<file path="src/rtl/seq_mag_comp.sv">
// -----------------------------------------------------------------------------
// seq_mag_comp
//
// Multi-cycle magnitude comparator. The operands are scanned MSB digit first,
// DIGIT bits per clock, and the block reports lt/gt/eq through a
// start/busy/done handshake. Both unsigned and two's-complement operands are
// supported.
//
// Handshake: start is sampled only while idle (busy=0). The operands and
// signed_mode are captured on that edge. busy stays high through the scan and
// the done cycle. done is a one-cycle pulse, and lt/gt/eq are valid from that
// cycle until the next result or reset. A start while busy is ignored.
//
// Optional build macro: SEQ_MAG_COMP_EARLY_EXIT_EN. When it is defined, the scan
// stops at the first differing digit. When it is undefined, every comparison
// takes exactly WIDTH/DIGIT scan cycles, so timing does not depend on the data.
//
// Parameters:
//   WIDTH        operand width in bits (>= 1)
//   DIGIT        bits compared per clock; must divide WIDTH
// Ports:
//   clk          rising-edge clock
//   rst          synchronous, active-low reset
//   start        request a comparison (sampled while idle)
//   signed_mode  1 = two's complement operands, 0 = unsigned
//   a, b         operands (sampled with start)
//   busy         high while scanning and during the done cycle
//   done         one-cycle result-valid pulse
//   lt, gt, eq   comparison result flags
// -----------------------------------------------------------------------------
module seq_mag_comp #(
   parameter int WIDTH = 8,
   parameter int DIGIT = 1
) (
   input  logic             clk,
   input  logic             rst,
   input  logic             start,
   input  logic             signed_mode,
   input  logic [WIDTH-1:0] a,
   input  logic [WIDTH-1:0] b,
   output logic             busy,
   output logic             done,
   output logic             lt,
   output logic             gt,
   output logic             eq
);

   localparam int N  = (DIGIT > 0) ? WIDTH / DIGIT : 1;
   localparam int CW = (N > 1) ? $clog2(N) : 1;
   localparam logic [CW-1:0] LAST_COUNT = CW'(N - 1);

   generate
      if (WIDTH < 1 || DIGIT < 1 || (WIDTH % DIGIT) != 0) begin : g_bad_param
         $error("seq_mag_comp: DIGIT must be >= 1 and divide WIDTH exactly");
      end
   endgenerate

   typedef enum logic [1:0] {
      S_IDLE = 2'd0,
      S_SCAN = 2'd1,
      S_DONE = 2'd2
   } state_t;

   state_t           state_q, state_d;
   logic [WIDTH-1:0] a_q, a_d, b_q, b_d;
   logic             sm_q, sm_d;
   logic             g_q, g_d, l_q, l_d;
   logic [CW-1:0]    count_q, count_d;
   logic             lt_q, lt_d, gt_q, gt_d, eq_q, eq_d;

   logic [DIGIT-1:0] dig_a, dig_b;
   logic             g_next, l_next;
   logic             finish_scan;

   always_comb begin
      // The operand registers shift left each scan cycle, so the digit under
      // test is always the top DIGIT bits.
      dig_a = a_q[WIDTH-1 -: DIGIT];
      dig_b = b_q[WIDTH-1 -: DIGIT];
      // Offset-binary trick: flipping the sign bit of the MSB digit turns a
      // signed comparison into an unsigned one.
      if (sm_q && (count_q == '0)) begin
         dig_a[DIGIT-1] = ~dig_a[DIGIT-1];
         dig_b[DIGIT-1] = ~dig_b[DIGIT-1];
      end
      // The first differing digit decides the result. After that, the flags are sticky.
      g_next = g_q | (~g_q & ~l_q & (dig_a > dig_b));
      l_next = l_q | (~g_q & ~l_q & (dig_a < dig_b));
`ifdef SEQ_MAG_COMP_EARLY_EXIT_EN
      finish_scan = (count_q == LAST_COUNT) | g_next | l_next;
`else
      finish_scan = (count_q == LAST_COUNT);
`endif

      state_d = state_q;
      a_d     = a_q;
      b_d     = b_q;
      sm_d    = sm_q;
      g_d     = g_q;
      l_d     = l_q;
      count_d = count_q;
      lt_d    = lt_q;
      gt_d    = gt_q;
      eq_d    = eq_q;

      case (state_q)
         S_IDLE: begin
            if (start) begin
               a_d     = a;
               b_d     = b;
               sm_d    = signed_mode;
               g_d     = 1'b0;
               l_d     = 1'b0;
               count_d = '0;
               state_d = S_SCAN;
            end
         end
         S_SCAN: begin
            a_d     = a_q << DIGIT;
            b_d     = b_q << DIGIT;
            g_d     = g_next;
            l_d     = l_next;
            count_d = count_q + CW'(1);
            if (finish_scan) begin
               lt_d    = l_next;
               gt_d    = g_next;
               eq_d    = ~(l_next | g_next);
               state_d = S_DONE;
            end
         end
         S_DONE: begin
            state_d = S_IDLE;
         end
         default: begin
            state_d = S_IDLE;
         end
      endcase
   end

   always_ff @(posedge clk) begin
      if (!rst) begin
         state_q <= S_IDLE;
         a_q     <= '0;
         b_q     <= '0;
         sm_q    <= 1'b0;
         g_q     <= 1'b0;
         l_q     <= 1'b0;
         count_q <= '0;
         lt_q    <= 1'b0;
         gt_q    <= 1'b0;
         eq_q    <= 1'b0;
      end else begin
         state_q <= state_d;
         a_q     <= a_d;
         b_q     <= b_d;
         sm_q    <= sm_d;
         g_q     <= g_d;
         l_q     <= l_d;
         count_q <= count_d;
         lt_q    <= lt_d;
         gt_q    <= gt_d;
         eq_q    <= eq_d;
      end
   end

   assign busy = (state_q != S_IDLE);
   assign done = (state_q == S_DONE);
   assign lt   = lt_q;
   assign gt   = gt_q;
   assign eq   = eq_q;

endmodule

</file>
<file path="config.mk">
export PLATFORM = sky130hd
export DESIGN_NAME = seq_mag_comp
export DESIGN_NICKNAME = d
export VERILOG_FILES = /design/src/rtl/seq_mag_comp.sv
export SDC_FILE = /design/constraint.sdc
export NUM_CORES = 1
export LEC_CHECK = 0
export BUFFER_PORTS_ARGS = -buffer_cell sky130_fd_sc_hd__buf_2
export CAP_MARGIN = 10
export CORE_MARGIN = 2
export CORE_UTILIZATION = 45
export CTS_CLUSTER_SIZE = 12
export DETAILED_ROUTE_END_ITERATION = 7
export PLACE_DENSITY_LB_ADDON = 0.25
export SYNTH_ARGS = -nofsm -noshare
export SYNTH_HDL_FRONTEND = slang
export SYNTH_SLANG_ARGS = --single-unit
</file>
<file path="constraint.sdc">
create_clock -name clk -period 1.8 [get_ports clk]
set_clock_uncertainty 0.05 [all_clocks]
set_input_delay 0.27 -clock clk [delete_from_list [all_inputs] [get_ports clk]]
set_output_delay 0.27 -clock clk [all_outputs]
set_load 0.005 [all_outputs]
</file>
Yosys cells after proc, flatten, opt, wreduce, memory -nomap -nowiden
Index checks and enable logic that the tools add are counted.
- register bits after elaboration: 27
- latch bits: 0
- memory bits (writable): 0
- memory bits (read-only): 0
- input port bits: 20
- output and inout port bits: 5
- logic and storage cells: 52
- memories: 0
- add/sub/neg operators: 1
- multiply operators: 0
- div/mod/pow operators: 0
- $lt $le $gt $ge: 2
- eq/ne operators: 5
- shift operators: 0
- muxes and demuxes: 14
- bitwise gates (word level): 11
- reduce and logical (&&, ||, !) cells: 9
- operators by type and width (operator ; count):
    one-hot mux 8 bit (2 select lines) ; 2
    2-to-1 mux 8 bit ; 2
    AND reduction 2 bit ; 4
    one-hot mux 3 bit (2 select lines) ; 1
    NOT 1 bit ; 5
    2-to-1 mux 2 bit ; 2
    inequality test 2 bit, second input constant ; 2
    one-hot mux 1 bit (2 select lines) ; 2
    one-hot mux 2 bit (2 select lines) ; 1
    nonzero test 2 bit ; 2
    adder 3 x 1 -> 3 bit, second input constant ; 1
    bitwise AND 1 bit ; 3
    equality test 3 bit, second input constant ; 1
    logical NOT 3 bit ; 1
    2-to-1 mux 1 bit ; 3
    2-to-1 mux 3 bit ; 1
    OR 1 bit ; 3
    equality test 2 x 1 -> 1 bit, second input constant ; 1
    equality test 2 bit, second input constant ; 1
    logical NOT 2 bit ; 1
    > comparator 1 bit ; 1
    logical AND 1 bit ; 1
    < comparator 1 bit ; 1

Logic depth before layout (Yosys ltp)
- word-level depth: 8
- depth in mapped cells: 5

Worst setup path before layout
Ideal clock, no wire load.
- kind: flip-flop to flip-flop
- from: register count_q[0]
- to: register eq_q, in the netlist eq
- arrival: 1.329 ns
- path slack: 0.351 ns
- cell stages (with the launch flop): 6
- path buffers: 0
- cells stage by stage: dfxtp_1 ha_1 ha_1 nand3b_2 or4_1 a21boi_1
- cells in the longest elaborated chain, start to end: 8
- elaborated cells between the ends (all ways): 14
- those cells by class: order compare (2); eq/ne (1); mux (2); bitwise (6); reduce/logical (3)
- RTL lines (element ; line ; source):
    from (decl) ; 68 ; logic [CW-1:0] count_q, count_d;
    from (signal assigned) ; 159 ; count_q <= count_d;
    logical NOT 3 bit ; 82 ; if (sm_q && (count_q == '0)) begin
    logical AND 1 bit ; 82 ;
    2-to-1 mux 1 bit ; 82 ;
    < comparator 1 bit / > comparator 1 bit (equally long branches) ; 88, 87 ;
    bitwise AND 1 bit, on equally long branches ; 88, 87 ;
    OR 1 bit, on equally long branches ; 88, 87 ;
    OR 1 bit ; 127 ; eq_d = ~(l_next | g_next);
    NOT 1 bit ; 127 ;
    to (signal assigned) ; 162 ; eq_q <= eq_d;
    to (decl) ; 69 ; logic lt_q, lt_d, gt_q, gt_d, eq_q, eq_d;
Parallel ways exist; a longest one is shown, timed or not.
A chain may end at the register's enable or synchronous reset.

Worst setup path after layout
- from: register count_q[1]
- to: register eq_q, in the netlist eq
Same word-level chain as after synthesis.

==> impl_metrics.tcl <==
set metrics [dict create \
    status "completed" \
    maxCapViolCount 0 \
    core_sq_um 2522 \
    die_w_um 56.20 \
    via_per_inst 5.415 \
    holdCritPathClass "in -> reg" \
    cp_common_cell "ha_1" \
    worstMarginPinSlew_ns 0.3717 \
    fin_crit_sh_pct 88.64 \
    r2r_slack_ns 0.20 \
    clockRootBuffer "clkbuf_4" \
    syn2layout_area_growth_pct 12.55 \
    worst_slack_ns 0.2044 \
    crit_path_max_fanout 4 \
    grt_setup_unrepaired "no" \
    syn_inst 150 \
    antenna_found_initial 0 \
    grt_pass1_vias 1011 \
    dpl_cell_area_sq_um 1353 \
    post_cts_resized 0 \
    path_buf_inv 0 \
    die_h_um 56.20 \
    drt-wirelength-per-cell_um 12.04 \
    rows 18 \
    synth.distinct_cells 27 \
    synth_area_per_cell_sq_um 8.175 \
    dr.pass1.iters 4 \
    antenna_cells 0 \
    grt_max_degree 35 \
    place_congestion 0.7380 \
    synth_warnings 0 \
    crit_slowest_cell "or4_1" \
    p_total_mw 1.092 \
    cpLargestDelayFamily "simple AND/OR/NAND/NOR gates" \
    cp-startpoint "count_q[1]" \
    setup_violations 0 \
    grt_use_met2_pct 29.41 \
    ant_nets 0 \
    finalCriticalPeriod_ns 1.596 \
    cp.depth 5 \
    slew_violations 0 \
    worstPathRequired_ns 2.02 \
    syn_nets 173 \
    ctsHoldBuffers 0 \
    ys_seq_area_share_pct 44.08 \
    cpPeakStageDelay_ns 0.49 \
    synth-main-ff-cell "dfxtp_1" \
    drc 0 \
    max-vdd-ir-drop_v 0.0008157 \
    cts_setup_buffers 0 \
    path_cells "ha_1, ha_1, nand3b_2, or4_1, a21boi_1" \
    start_util_pct 48.61 \
    async_reset_ff_share_pct 0 \
    reg2reg_depth 5 \
    grt_overflow_total 0 \
    use_met1_pct 18.77 \
    p_leak_nw 0.5758 \
    fin_area_sq_um 1380 \
    critPathCapture "eq" \
    drt_iter0_drc 9 \
    cp_data_arrival_time_ns 1.81 \
    pre_cts_slack_ns 0.2600 \
    clk_pin_slew_ns 0.15 \
    cts.sinks 27 \
    grt_pass1_wl_mm 4.215 \
    endpoint_kind "flip-flop" \
    path_class "reg -> reg" \
    power.density_nw_per_um2 791.1 \
    startpoint_type "flip-flop" \
    grtUsageMet3_pct 5.349 \
    rr_endpoint "eq" \
    grt_use_total_pct 16.59 \
    synth_seq_cells 27 \
    finalSetupTns_ns 0 \
    grt_most_used_layer "met2" \
    portBuffers 24 \
    synth-edff-count 0 \
    num-fill-cells 250 \
    fmax_ghz 0.6267 \
    r2r-start "count_q[1]" \
    cts_buffers 3 \
    dieArea_sq_um 3158 \
    cts_tree "built" \
    vias 1083 \
    io_pins 25 \
    dp_hpwl_mm 1.681 \
    totalWireLength_mm 2.408 \
    cts.htree.levels 1 \
    hold-worst-slack_ns 0.1288 \
    drive_gt1_share_pct 21.76 \
    clockBufferDepth 2 \
    nets 194 \
    synth_area_sq_um 1226 \
    clkLatencyLatePin_ns 0.32 \
    final-hold-violation-count 0 \
    relSlewSlack_pct 75.22 \
]
synth_stat cells, types with 3 or more instances:
library cell / count / area [sq um]
nand2_1: 37 / 138.9
dfxtp_1: 27 / 540.5
o21ai_0: 19 / 95.09
a31oi_1: 14 / 87.58
nand3_1: 7 / 35.03
a21boi_0: 5 / 37.54
clkbuf_1: 5 / 18.77
buf_2: 4 / 20.02
nor3b_1: 4 / 30.03
ha_1: 3 / 37.54
per-stage QoR:
stage          instances  util (%)
6_report             200     54.71
5_1_grt              200     54.71
4_1_cts              200     54.71
3_5_place_dp         196     53.62
3_3_place_gp         196     53.62
2_1_floorplan        150         -
cell type report:
type	instances	area [sq um]	area share (%)
clock inverters	1	5.005	0.3626
clock buffers	3	22.52	1.632
multi-input cells	110	624.3	45.24
well taps	30	37.54	2.720
flip-flops and latches	27	540.5	39.17
repair buffers	27	142.6	10.34
inverters	2	7.507	0.5440
flip-flops by register name (all words and copies together), names as in the netlist:
| register | cells |
|---|---|
| a_q | 8 |
| b_q | 8 |
| count_q | 3 |
| state_q | 2 |
| eq | 1 |
| g_q | 1 |
| gt | 1 |
| l_q | 1 |
| lt | 1 |
| sm_q | 1 |
cells by family after synthesis:
group | Yosys count | synth area share (%)
AOI/OAI and AO/OA | 42 | 20.00
xor gates and xnor gates | 1 | 0.7144
adders and majority gates | 3 | 3.062
buffers and inverters | 13 | 5.000
DFF | 27 | 44.08
muxes | 2 | 1.633
and+or+nand+nor | 62 | 25.51
layer usage:
metal,vias to the layer above,part of all wire [%]
met1,496,48
met5,-,0
met2,23,47
met3,2,4.2
li1,562,-
met4,0,0.79
cell usage in the layout, fill, tap and decap left out:
cell and n:
nand2_1 37, or2_2 1, or4_1 1, clkinv_2 1, and2b_2 2, dfxtp_1 27
a21boi_0 5, a21oi_1 2, nand3_1 7, ha_1 3, and2_1 2, o21ai_0 19
a21boi_1 2, nor3b_2 1, buf_4 3, nor3b_1 4, nand3b_2 1, or3b_1 1
nor2_1 2, and3b_1 1, a31oi_1 14, inv_1 2, buf_2 24, mux2i_1 2
nand2b_1 1, xor2_1 1, and3b_2 1, clkbuf_4 3
how the worst min path moves through the flow:
stage	cells after the start	to	start
after floorplan	2	a_q[0]	a[0]
after global placement	2	eq	eq
after detailed placement	2	eq	eq
after CTS	3	b_q[2]	b[2]
after global routing	3	a_q[6]	a[6]
final	3	b_q[0]	b[0]
report_power, final:
part           switching [mW]  leakage, nW  internal (mW)
Combinational          0.0903        0.337         0.0716
Sequential             0.0276        0.222          0.639
Clock                   0.180       0.0177         0.0833
Total                   0.298        0.576          0.794
tightest hold or removal path, stage by stage:
cell and delay [ns]:
buf_2 0.10, nand2_1 0.04, a21boi_0 0.06
No activity file was read; power rests on OpenSTA's default activity.
